$ cat config.mk
export PLATFORM = sky130hd
export DESIGN_NAME = cache_done_seq
export DESIGN_NICKNAME = d
export VERILOG_FILES = /design/src/rtl/cache_done_seq_pkg.sv /design/src/rtl/cache_done_seq_lat_counter.sv /design/src/rtl/cache_done_seq.sv
export SDC_FILE = /design/constraint.sdc
export NUM_CORES = 1
export LEC_CHECK = 0
export ABC_CLOCK_PERIOD_IN_PS = 1300
export BUFFER_PORTS_ARGS = -buffer_cell sky130_fd_sc_hd__buf_4
export CORE_AREA = 3 3 54 56
export DETAILED_ROUTE_END_ITERATION = 8
export DIE_AREA = 0 0 57 59
export PLACE_DENSITY = 0.8
export REMOVE_ABC_BUFFERS = 1
export SETUP_SLACK_MARGIN = 0.4
export SYNTH_ARGS = -nofsm -noshare
export SYNTH_HDL_FRONTEND = slang
export SYNTH_SLANG_ARGS = --single-unit
$ cat constraint.sdc
create_clock -name clk -period 1.3 [get_ports clk]
set_input_delay 0.195 -clock clk [delete_from_list [all_inputs] [get_ports clk]]
set_output_delay 0.195 -clock clk [all_outputs]
set_load 0.02 [all_outputs]
$ cat src/rtl/cache_done_seq_pkg.sv
// Shared types and default latencies for the cache completion sequencer.
package cache_pkg;

  typedef enum logic [1:0] {
    RD_HIT  = 2'd0,
    RD_MISS = 2'd1,
    WR_HIT  = 2'd2,
    WR_MISS = 2'd3
  } cache_op_e;

  typedef enum logic {
    ST_IDLE = 1'b0,
    ST_BUSY = 1'b1
  } seq_state_e;

  localparam int DEF_LAT_W    = 4;
  localparam int DEF_HIT_LAT  = 2;
  localparam int DEF_MISS_LAT = 3;
  localparam int DEF_WB_LAT   = 2;
  localparam int DEF_CNT_W    = 16;

  // Read wins when both strobes are high, so the class keys off is_wr = ~re.
  function automatic cache_op_e op_class(input logic is_wr, input logic is_hit);
    if (is_wr) return is_hit ? WR_HIT : WR_MISS;
    else       return is_hit ? RD_HIT : RD_MISS;
  endfunction

endpackage

$ cat src/rtl/cache_done_seq_lat_counter.sv
// Loadable down-counter that stops at zero; zero flags the terminal count.
module lat_counter #(
  parameter int W = 4
) (
  input  logic         clk,
  input  logic         rst,
  input  logic         load,
  input  logic [W-1:0] load_val,
  output logic         zero
);

  logic [W-1:0] count;

  always_ff @(posedge clk) begin
    if (rst) begin
      count <= '0;
    end else if (load) begin
      count <= load_val;
    end else if (count != '0) begin
      count <= count - W'(1);
    end
  end

  assign zero = (count == '0);

endmodule

$ cat src/rtl/cache_done_seq.sv
// Cache completion sequencer: one op in flight, per-class latency, tagged done pulse.
// Statistics counters are built only when CACHE_DONE_STATS_EN is defined.
//
// state   | meaning
// --------+-------------------------------------------------------------
// ST_IDLE | waiting; a re/we edge is accepted and the latency loaded
// ST_BUSY | op in flight; counter running, new requests dropped
module cache_done_seq
  import cache_pkg::*;
#(
  parameter int LAT_W    = DEF_LAT_W,
  parameter int HIT_LAT  = DEF_HIT_LAT,
  parameter int MISS_LAT = DEF_MISS_LAT,
  parameter int WB_LAT   = DEF_WB_LAT,
  parameter int CNT_W    = DEF_CNT_W
) (
  input  logic             clk,
  input  logic             rst,
  input  logic             re,
  input  logic             we,
  input  logic             hit,
  input  logic             dirty,
  output logic             busy,
  output logic             done,
  output logic [1:0]       done_op,
  output logic             done_wb,
  output logic             err,
  output logic [CNT_W-1:0] hit_cnt,
  output logic [CNT_W-1:0] miss_cnt,
  output logic [CNT_W-1:0] drop_cnt
);

  localparam int MAX_LAT = (1 << LAT_W) - 1;
  localparam logic [LAT_W-1:0] HIT_LD  = LAT_W'(HIT_LAT - 1);
  localparam logic [LAT_W-1:0] MISS_LD = LAT_W'(MISS_LAT - 1);
  localparam logic [LAT_W-1:0] WB_LD   = LAT_W'(MISS_LAT + WB_LAT - 1);

  initial begin
    if (HIT_LAT < 1 || MISS_LAT < 1 || WB_LAT < 0 ||
        HIT_LAT > MAX_LAT || MISS_LAT + WB_LAT > MAX_LAT)
      $fatal(1, "cache_done_seq: illegal latency parameters");
  end

  seq_state_e       state;
  cache_op_e        op_q;
  logic             wb_q;
  logic             req;
  logic             load;
  logic [LAT_W-1:0] load_val;
  logic             cnt_zero;

  assign req  = re | we;
  assign load = (state == ST_IDLE) && req;

  always_comb begin
    load_val = MISS_LD;
    if (hit)        load_val = HIT_LD;
    else if (dirty) load_val = WB_LD;
  end

  lat_counter #(.W(LAT_W)) u_lat (
    .clk      (clk),
    .rst      (rst),
    .load     (load),
    .load_val (load_val),
    .zero     (cnt_zero)
  );

  always_ff @(posedge clk) begin
    if (rst) begin
      state   <= ST_IDLE;
      busy    <= 1'b0;
      done    <= 1'b0;
      done_op <= 2'd0;
      done_wb <= 1'b0;
      err     <= 1'b0;
      op_q    <= RD_HIT;
      wb_q    <= 1'b0;
    end else begin
      done <= 1'b0;
      err  <= 1'b0;
      case (state)
        ST_IDLE: if (req) begin
          op_q  <= op_class(~re, hit);
          wb_q  <= ~hit & dirty;
          err   <= re & we;
          state <= ST_BUSY;
          busy  <= 1'b1;
        end
        ST_BUSY: if (cnt_zero) begin
          done    <= 1'b1;
          done_op <= op_q;
          done_wb <= wb_q;
          state   <= ST_IDLE;
          busy    <= 1'b0;
        end
        default: state <= ST_IDLE;
      endcase
    end
  end

`ifdef CACHE_DONE_STATS_EN
  always_ff @(posedge clk) begin
    if (rst) begin
      hit_cnt  <= '0;
      miss_cnt <= '0;
      drop_cnt <= '0;
    end else begin
      if (load && hit && hit_cnt != '1)   hit_cnt  <= hit_cnt + CNT_W'(1);
      if (load && !hit && miss_cnt != '1) miss_cnt <= miss_cnt + CNT_W'(1);
      if ((state == ST_BUSY) && req && drop_cnt != '1)
        drop_cnt <= drop_cnt + CNT_W'(1);
    end
  end
`else
  assign hit_cnt  = '0;
  assign miss_cnt = '0;
  assign drop_cnt = '0;
`endif

endmodule

==> metrics.md <==
| Metric | Value |
|---|---|
| Sequential area share after synthesis | `between 20% and 30%` |
| Pint | `roughly 0.94 mW` |
| Mux share of post-synthesis cell area | `3.17%` |
| CORE AREA | `2480 µm²` |
| Leading cell type in the layout, fill and taps excluded | `conb_1` |
| Die width | `57 µm` |
| Top cells by area, synth | `buf_4, dfxtp_1, mux2i_1, a21oi_1, nor2_1` |
| Synthesized-area fraction occupied by and/or/nand/nor cells | `between 10 and 15%` |
| Post-route cell area | `1090 µm²` |
| Nets | `138` |
| Maximum fanout along the worst path | `3` |
| Leak | `about 0.53 nW` |
| Critical Path RT | `1470 ps` |
| Startpoint type of the worst setup path | `flip-flop` |
| FF+latch count, synth | `14` |
| Worst EP arrival | `approximately 1500 ps` |
| Global placer's final weighted congestion | `approximately 0.75` |
| Share of layout cells above drive strength 1 | `a little under two fifths` |
| Crit path time final | `1360 ps` |
| Sequential Power Share | `between 30% and 40%` |
| Largest net degree at the start of global routing | `15` |
| Switching Fraction | `between 30% and 40%` |
| Placed cell area | `926 µm²` |
| First-pass detailed-route iteration total | `2` |
| Worst slack, placed | `-228 ps` |
| Hold buffer count at CTS | `0` |
| Initial antenna violation count | `0` |
| PD cells | `1370 nW/µm²` |
| Diodes inserted | `0` |
| Fin util | `44.0%` |
| Combinational family with the most area after synthesis | `buffers and inverters` |
| Hold path cells | `2` |
| NetSw | `0.549 mW` |
| Total Routing Usage GR | `about a tenth` |
| Cell taking the most area after synthesis | `buf_4` |
| Port buffer count | `11` |
| Via count | `643` |
| Clk root buf | `clkbuf_4` |
| Die height | `59 µm` |
| Setup WS post-layout | `-58.8 ps` |
| Crit share post-route | `105%` |
| Routed len/inst | `approximately 11 µm` |
| Final WL | `between 1500 and 2000 µm` |
| RSZ-0062 raised after global routing | `yes` |
| Final hold slack | `~100 ps` |
| Post-Syn Area | `948 µm²` |
| Crit path cell chain | `inv_2 > ha_4 > buf_6 > or4b_1 > o211ai_1 > a21oi_1` |
| Number of distinct library cells after synthesis | `30` |
| Failing checks | `setup timing` |
| Critical Path Stages | `6` |
| First-pass GRT wire length | `~2400 µm` |
| Clock sink count | `14` |
| Full die area | `3360 µm²` |
| Fill count | `242` |
| Starting density of the core | `between 30% and 40%` |
| Peak VDD IR | `539 µV` |
| Commonest cells after routing, fill and taps aside | `conb_1, buf_4, dfxtp_2, buf_6, dfxtp_1` |
| Multi-input logic area | `between 500 and 600 µm²` |
| Overall power | `1.49 mW` |
| Row count | `18` |
| Compound-Gate Fraction of Synth Area | `under 10%` |
| Clk_lat worst skew | `280 ps` |
| Layout Cells excl Fill | `159` |
| Total CTS buffers | `3` |
| Mean Syn Cell Area | `8.86 µm²` |
| CP max stage delay | `approximately 430 ps` |
| WS Path Type | `flip-flop to flip-flop` |
| Final hold vios | `0` |
| Vias in the first global route | `about 570` |
| Area grow syn2layout | `15.0%` |
| Placed cell count | `~150` |
| MaxCap Viol Count | `0` |
| Drt via density | `4.04` |
| Xor and xnor area share after synthesis | `around 1.8%` |
| DP Wirelength | `between 1000 and 1500 µm` |
| Fmax | `0.736 GHz` |
| Hold Crit Class | `primary input to flip-flop` |
| Yosys top cell area share | `between 30% and 40%` |
| Comb pwr share | `a little under half` |
| Largest delay share family, worst path | `simple AND/OR/NAND/NOR gates` |
| Synth Area in Adders | `~1.3%` |
| Final count of pins violating max slew | `0` |
| Worst path buffer plus inverter count | `2` |
| Post-Synthesis Cells | `between 100 and 150` |
| TritonCTS clock tree | `done` |
| # setup viols final | `2` |
| Post-route ant nets | `0` |
| Flop2flop setup slack | `-60 ps` |
| CTS Buffer Depth | `2` |
| Cells on worst reg2reg path | `6` |
| H-tree Lvls | `1` |
| Synth Warn # | `0` |
| Reg clk slew, reported paths | `70 ps` |
| Register area | `294 µm²` |
| Total grt overflow | `0` |
| CP max stage cell | `or4b_1` |
| Setup Skew | `between 4 and 5 ps` |
| Detailed-route DRC error count | `0` |
| Critical Path Sink Type | `flip-flop` |
| 1st-iter DRT viols | `6` |
| Clk network pwr share | `16.5%` |
| Status | `finished with violations` |
| Num ports | `60` |
| Setup TNS | `-84.4 ps` |
[worst paths after layout]
check	start	end
worst max-delay path	u_lat.count[1]$_SDFFE_PP0P_	u_lat.count[1]$_SDFFE_PP0P_
worst min-delay path	hit	op_q[0]$_SDFFE_PP0P_
worst max register to register	u_lat.count[1]$_SDFFE_PP0P_	u_lat.count[1]$_SDFFE_PP0P_
worst min register to register	wb_q$_SDFFE_PP0P_	wb_q$_SDFFE_PP0P_
[logic make-up (layout without fill, tap and decap cells)]
kind of cell,Yosys count,in the layout
xor gates and xnor gates,2,2
AOI/OAI and AO/OA,12,12
and+or+nand+nor,20,20
buffers and inverters,54,29
other,1,48
DFF,14,14
muxes,3,3
adders and majority gates,1,1
[final cells by class]
cell class / count / area share, %
inverters: 4 / 1.38
repair buffers: 22 / 17.9
multi-input cells: 86 / 48.3
clock buffers: 3 / 2.06
well taps: 30 / 3.44
flip-flops and latches: 14 / 26.9
[flip-flops by register name (all words and copies together) (netlist names)]
| signal | count |
|---|---|
| busy | 1 |
| done | 1 |
| done_op | 2 |
| done_wb | 1 |
| err | 1 |
| op_q | 2 |
| state | 1 |
| u_lat.count | 4 |
| wb_q | 1 |
[layer usage]
metal  GRT usage (%)  vias to the layer above  share of wire [%]
li1                -                      303                  -
met5               0                        -                  0
met2            17.1                       36                 55
met3            1.96                        7                9.3
met4            8.94                        0                4.1
met1            9.10                      297                 31
[cells in the mapped netlist]
| cell type | n |
|---|---|
| dfxtp_1 | 14 |
| o21bai_1 | 1 |
| nor2b_1 | 2 |
| mux2i_1 | 3 |
| o211ai_1 | 1 |
| o21ai_0 | 1 |
| xnor2_1 | 2 |
| and2b_1 | 1 |
| and3b_2 | 1 |
| ha_1 | 1 |
| conb_1 | 1 |
| o31a_1 | 1 |
| nor3_1 | 2 |
| o21ba_2 | 1 |
| and3b_1 | 1 |
| nor4bb_1 | 1 |
| a21oi_1 | 4 |
| nor2_1 | 5 |
| or3_1 | 1 |
| nand3b_1 | 2 |
| o31ai_2 | 1 |
| buf_4 | 49 |
| or4b_1 | 1 |
| buf_1 | 1 |
| a211oi_1 | 1 |
| inv_1 | 4 |
| nor4_1 | 1 |
| nand2_1 | 1 |
| o21a_1 | 1 |
| nor3b_2 | 1 |
[power by group through the flow]
| stage | combinational (mW) | sequential [mW] | clock (mW) |
|---|---|---|---|
| floorplan | 0.350 | 0.546 | 0 |
| global placement | 0.524 | 0.529 | 0 |
| detailed placement | 0.534 | 0.532 | 0 |
| CTS | 0.639 | 0.540 | 0.251 |
| global route | 0.747 | 0.553 | 0.284 |
| finish | 0.701 | 0.546 | 0.246 |
[repair_timing]
action,in CTS,in global routing
resized for setup,25,9
pin swaps,9,3
setup buffers,3,1
endpoints found under the setup margin,18,18
Power figures use the tool's default switching activity.
